### config.mk
export PLATFORM = sky130hd
export DESIGN_NAME = spgd_perturb_sequencer
export DESIGN_NICKNAME = d
export VERILOG_FILES = /design/src/rtl/spgd_perturb_sequencer.sv
export SDC_FILE = /design/constraint.sdc
export NUM_CORES = 1
export LEC_CHECK = 0
export CORE_MARGIN = 4
export CORE_UTILIZATION = 45
export CTS_BUF_LIST = sky130_fd_sc_hd__clkbuf_16
export CTS_CLUSTER_SIZE = 16
export DETAILED_ROUTE_END_ITERATION = 6
export PLACE_DENSITY = 0.69
export SLEW_MARGIN = 10
export SYNTH_ARGS = -nofsm -noshare
export SYNTH_HDL_FRONTEND = slang
export SYNTH_SLANG_ARGS = --single-unit
### constraint.sdc
create_clock -name clk -period 5.8 [get_ports clk]
set_clock_uncertainty 0.15 [all_clocks]
set_input_delay 0.87 -clock clk [delete_from_list [all_inputs] [get_ports clk]]
set_output_delay 0.87 -clock clk [all_outputs]
set_load 0.01 [all_outputs]
### src/rtl/spgd_perturb_sequencer.sv
// SPGD perturbation sequencer: +/- dither, metric capture, gradient update.
// Optional SPGD_SAT_COUNT_EN adds a saturating clamp counter port.
module spgd_perturb_sequencer #(
  parameter int          W          = 14,
  parameter int          N_CH       = 4,
  parameter int          MW         = 16,
  parameter int          SETTLE     = 8,
  parameter int          GAIN_SHIFT = 4,
  parameter int          DELTA      = 64,
  parameter logic [15:0] SEED       = 16'hACE1
) (
  input  logic                                   clk,
  input  logic                                   rst,
  input  logic                                   start,
  input  logic [MW-1:0]                          metric,
  input  logic                                   metric_valid,
  output logic [W-1:0]                           dac_data,
  output logic [$clog2(N_CH>1 ? N_CH : 2)-1:0]   dac_ch,
  output logic                                   dac_wr,
  output logic                                   busy,
  output logic                                   done,
  output logic signed [MW:0]                     dJ_out
`ifdef SPGD_SAT_COUNT_EN
  ,output logic [15:0]                           sat_count
`endif
);

  localparam int CHW  = $clog2(N_CH > 1 ? N_CH : 2);
  localparam int CNTW = $clog2(SETTLE + 1);
  localparam int CW   = ((W > MW + 1) ? W : MW + 1) + 1;
  localparam logic signed [CW-1:0] MAXV = CW'((1 << (W - 1)) - 1);
  localparam logic [W-1:0] MID = W'(1 << (W - 2));

  typedef enum logic [3:0] {
    IDLE, PLUS, SET_P, SAMP_P, MINUS, SET_M, SAMP_M, UPDATE
  } state_t;

  state_t state_q, state_d;

  logic [W-1:0]      u [N_CH];
  logic [N_CH-1:0]   sgn;
  logic [15:0]       lfsr;
  logic [CHW-1:0]    idx;
  logic [CNTW-1:0]   cnt;
  logic [MW-1:0]     jp_q;
  logic signed [MW:0] step;

  logic last, settle_last, sub;
  logic signed [CW-1:0] opa, opb, sum;
  logic clamp_lo, clamp_hi;
  logic [W-1:0] sat_res;

  assign last        = (idx == CHW'(N_CH - 1));
  assign settle_last = (cnt == CNTW'(SETTLE - 1));
  assign step        = dJ_out >>> GAIN_SHIFT;

  // Shared saturating adder, operand B is DELTA or the scaled gradient
  always_comb begin
    opa = {{(CW-W){1'b0}}, u[idx]};
    opb = CW'(DELTA);
    if (state_q == UPDATE)
      opb = {{(CW-MW-1){step[MW]}}, step};
    sum      = sub ? (opa - opb) : (opa + opb);
    clamp_lo = sum[CW-1];
    clamp_hi = !sum[CW-1] && (sum > MAXV);
    sat_res  = clamp_lo ? '0 :
               clamp_hi ? MAXV[W-1:0] : sum[W-1:0];
  end

  always_comb begin
    state_d = state_q;
    dac_wr  = 1'b0;
    done    = 1'b0;
    sub     = 1'b0;
    busy    = (state_q != IDLE);
    unique case (state_q)
      IDLE:   if (start) state_d = PLUS;
      PLUS: begin
        dac_wr = 1'b1;
        sub    = sgn[idx];
        if (last) state_d = SET_P;
      end
      SET_P:  if (settle_last) state_d = SAMP_P;
      SAMP_P: if (metric_valid) state_d = MINUS;
      MINUS: begin
        dac_wr = 1'b1;
        sub    = !sgn[idx];
        if (last) state_d = SET_M;
      end
      SET_M:  if (settle_last) state_d = SAMP_M;
      SAMP_M: if (metric_valid) state_d = UPDATE;
      UPDATE: begin
        dac_wr = 1'b1;
        sub    = sgn[idx];
        if (last) begin
          done    = 1'b1;
          state_d = IDLE;
        end
      end
      default: state_d = IDLE;
    endcase
    dac_data = dac_wr ? sat_res : '0;
    dac_ch   = dac_wr ? idx : '0;
  end

  always_ff @(posedge clk) begin
    if (rst) begin
      state_q <= IDLE;
      lfsr    <= SEED;
      sgn     <= '0;
      idx     <= '0;
      cnt     <= '0;
      jp_q    <= '0;
      dJ_out  <= '0;
      for (int i = 0; i < N_CH; i++) u[i] <= MID;
    end else begin
      state_q <= state_d;
      unique case (state_q)
        IDLE: if (start) begin
          sgn  <= lfsr[N_CH-1:0];
          lfsr <= {lfsr[14:0], lfsr[15] ^ lfsr[13] ^ lfsr[12] ^ lfsr[10]};
          idx  <= '0;
        end
        PLUS, MINUS: idx <= last ? '0 : idx + 1'b1;
        UPDATE: begin
          u[idx] <= sat_res;
          idx    <= last ? '0 : idx + 1'b1;
        end
        SET_P, SET_M: cnt <= settle_last ? '0 : cnt + 1'b1;
        SAMP_P: if (metric_valid) jp_q <= metric;
        SAMP_M: if (metric_valid)
          dJ_out <= $signed({1'b0, jp_q}) - $signed({1'b0, metric});
        default: ;
      endcase
    end
  end

`ifdef SPGD_SAT_COUNT_EN
  always_ff @(posedge clk) begin
    if (rst)
      sat_count <= '0;
    else if (state_q == IDLE && start)
      sat_count <= '0;
    else if (dac_wr && (clamp_lo || clamp_hi) && sat_count != 16'hFFFF)
      sat_count <= sat_count + 16'd1;
  end
`endif

endmodule
==> out/qor.txt <==
element type at the critical path start -> flip-flop
largest net degree at the start of global routing -> 69
Via-to-Cell Ratio -> 5.84
final worst slack -> 0.0996 ns
CTS HTree Levels -> 4
Nets -> 886
DRT Wirelength -> 18.3 mm
hpwl dp -> 12.4 mm
Setup Slack @ Placement -> 0.202 ns
Slew Limit Fails -> 0
warnings from Yosys -> 0
Synth Flop Type -> dfxtp_1
list of most frequent post-synthesis cells -> 122 x nand2_1, 62 x nor3_1, 60 x a21oi_1, 60 x dfxtp_1, 60 x nor2_1
Sum Neg Setup Slack -> 0 ns
Mapped Area -> 6910 µm²
Synth top area share -> 0.244
cts bufs inserted -> 17
initial core utilization -> 0.458
reported max-cap violation count -> 0
worst reg2reg path startpoint -> idx[0]$_SDFFE_PP0P_
DRT iter0 DRCs -> 498
boundary pin count -> 56
CP arrival -> 4.68 ns
Die X -> 132 µm
outcome -> finished clean
Peak Freq -> 175 MHz
Non-Filler Instances -> 1,032
TritonRoute pass-1 iters -> 7
Total GRT Usage -> 0.206
PortBufs -> 54
share of layout cells above drive strength 1 -> 0.168
synthesis-to-layout area growth -> 25.7%
Setup Viol. Count Final -> 0
PD cells -> 374 nW/µm²
CP Capture Type -> output port
most common cell in the synthesized netlist -> nand2_1
Slew Limit Headroom -> 0.315
# clock sinks -> 116
RSZ-0062 raised after global routing -> yes
total global routing overflow -> 0
post-synthesis area per instance -> 9.18 µm²
Period minus WS final -> 5.70 ns
Leak -> 3.44 nW
DR WL/cell -> 17.7 µm
initial antenna violation count -> 0
Ant. Diodes -> 0
Root Driver -> clkbuf_16
maximum VDD drop -> 0.219 mV
Seq/Total Area, Yosys -> 0.417
# rows -> 45
Synth area leaders -> edfxtp_1 24%, dfxtp_1 17%, nand2_1 6.6%
Synth Register Bits -> 116
Filler Cell Count -> 1,254
CTS Hold Bufs -> 0
crit-path max FO -> 14
clk_lat worst skew -> 0.42 ns
flop2flop setup slack -> 1.42 ns
Worst EP required -> 4.78 ns
post-synthesis cell count -> 752
CP Capture Point -> dac_data[8]
period utilisation layout -> 0.983
async set-reset flop share out of synthesis -> 0
core box area -> 15,100 µm²
Final ANT Viol Nets -> 0
worst hold-check path type -> reg2reg
Via Count -> 6,023
Worst Setup Path Type -> reg2out
CP Launch Point -> idx[0]$_SDFFE_PP0P_
placer's final routability congestion estimate -> 0.924
CTS Buffer Depth -> 2
CTS tree -> built
vias in the first global route -> 5,722
Residual DRC -> 0
Post-synth EDFFs -> 56
first-pass GRT wire length -> 28.6 mm
R2R depth -> 15
Final Hold Violating Endpoints -> 0
Die H -> 132 µm
# placed instances -> 983
distinct cell type count after synthesis -> 68
actual slew at the worst max-slew pin -> 1.02 ns
post-synth top area cell -> edfxtp_1
Worst-path clk slew -> 0.05 ns
Die ar. -> 17,400 µm²
Worst R2R End -> u[2][12]$_SDFFCE_PN1P_
[layout make-up]
cell class                 instances  area, µm²  area share
inverter                          32        120      0.0138
tap                              188        235      0.0271
clock buffer                      17        425      0.0490
sequential                       116       2880       0.332
clock inverter                    15        100      0.0115
timing repair buffer              94        886       0.102
multi-input combinational        570       4030       0.464
[metrics by stage]
| stage | total power [mW] | cell area [µm²] | hold WS [ns] | util |
|---|---|---|---|---|
| global route | 3.40 | 8680 | 0.313 | 0.575 |
| floorplan | 1.75 | 6920 | 0.282 | - |
| CTS | 3.09 | 8360 | 0.306 | 0.554 |
| global placement | 2.06 | 7720 | 0.291 | 0.512 |
| finish | 3.25 | 8680 | 0.305 | 0.575 |
| detailed placement | 2.10 | 7720 | 0.298 | 0.512 |
[kinds of logic (layout without fill, tap and decap cells)]
kind of cell             Yosys count  count (layout)  share of synthesized area
flip-flops                       116             116                      0.417
XOR/XNOR                          28              28                     0.0355
AO/OA/AOI/OAI                    148             148                      0.141
other                              1               5                   0.000543
buffers and inverters             72             158                     0.0420
AND/OR/NAND/NOR                  328             328                      0.233
multiplexers                      24              26                     0.0647
adder cells (fa/ha/maj)           35              35                     0.0656
[cells in the final DEF (no fill, tap or decap), drive strengths merged, types with 15 or more instances in the layout]
cell and count:
clkdlybuf4s50 45, o21ai 26, nor3 63, nor2 66, edfxtp 56, inv 34
clkbuf 18, mux4 15, nand2 122, ha 33, xnor2 18, buf 40
dfxtp 60, a21oi 60
[sequential cells by signal, indices dropped and copies added (netlist names), named ones only]
register  cells
dJ_out       17
lfsr         13
idx           2
jp_q         16
u            56
state_q       3
sgn           3
cnt           4
[critical path, cell delays in order, from the launching register on]
cell and delay, ns:
dfxtp_1 0.35, mux4_2 0.60, mux2_4 0.38, o31ai_1 0.10, xnor2_1 0.17, nand2_1 0.15
ha_4 0.33, a21o_1 0.11, nand2_1 0.07, and3_4 0.20, o21ai_2 0.16, a21oi_1 0.13
a311o_1 0.41, buf_12 0.19, nor4_4 0.32, nor3_2 0.07, clkdlybuf4s50_1 0.48
[metal layers]
| metal | vias up | share of wire | GRT usage | wire length, µm |
|---|---|---|---|---|
| li1 | 2869 | - | - | - |
| met1 | 2875 | 0.43 | 0.264 | 7830 |
| met2 | 234 | 0.48 | 0.333 | 8810 |
| met3 | 45 | 0.062 | 0.0473 | 1140 |
| met4 | 0 | 0.029 | 0.0898 | 526 |
| met5 | - | 0 | 0 | 0 |
[how the worst min path moves through the flow]
stage                                      start                endpoint  cells past startpoint
after detailed placement  dJ_out[2]$_SDFFE_PP0P_  dJ_out[2]$_SDFFE_PP0P_                      2
after floorplan             lfsr[7]$_SDFFE_PP1P_    lfsr[8]$_SDFFE_PP0P_                      2
after global placement    dJ_out[2]$_SDFFE_PP0P_  dJ_out[2]$_SDFFE_PP0P_                      2
after global routing      dJ_out[2]$_SDFFE_PP0P_  dJ_out[2]$_SDFFE_PP0P_                      2
after CTS                   lfsr[0]$_SDFFE_PP1P_     sgn[0]$_SDFFE_PP0P_                      2
final                       lfsr[0]$_SDFFE_PP1P_     sgn[0]$_SDFFE_PP0P_                      2
[power by group]
part           leakage, nW  switching (mW)  internal [mW]
registers             1.05          0.0397          0.918
logic                 2.13           0.793          0.557
clock network        0.261           0.367          0.572
total                 3.44            1.20           2.05
[repair_timing]
action	4_1_cts	5_1_grt
buffers inserted	1	14
gates resized for setup	15	42
pin swaps	3	11
cloned	0	2
setup endpoints to repair	13	13
Power figures use the tool's default switching activity.
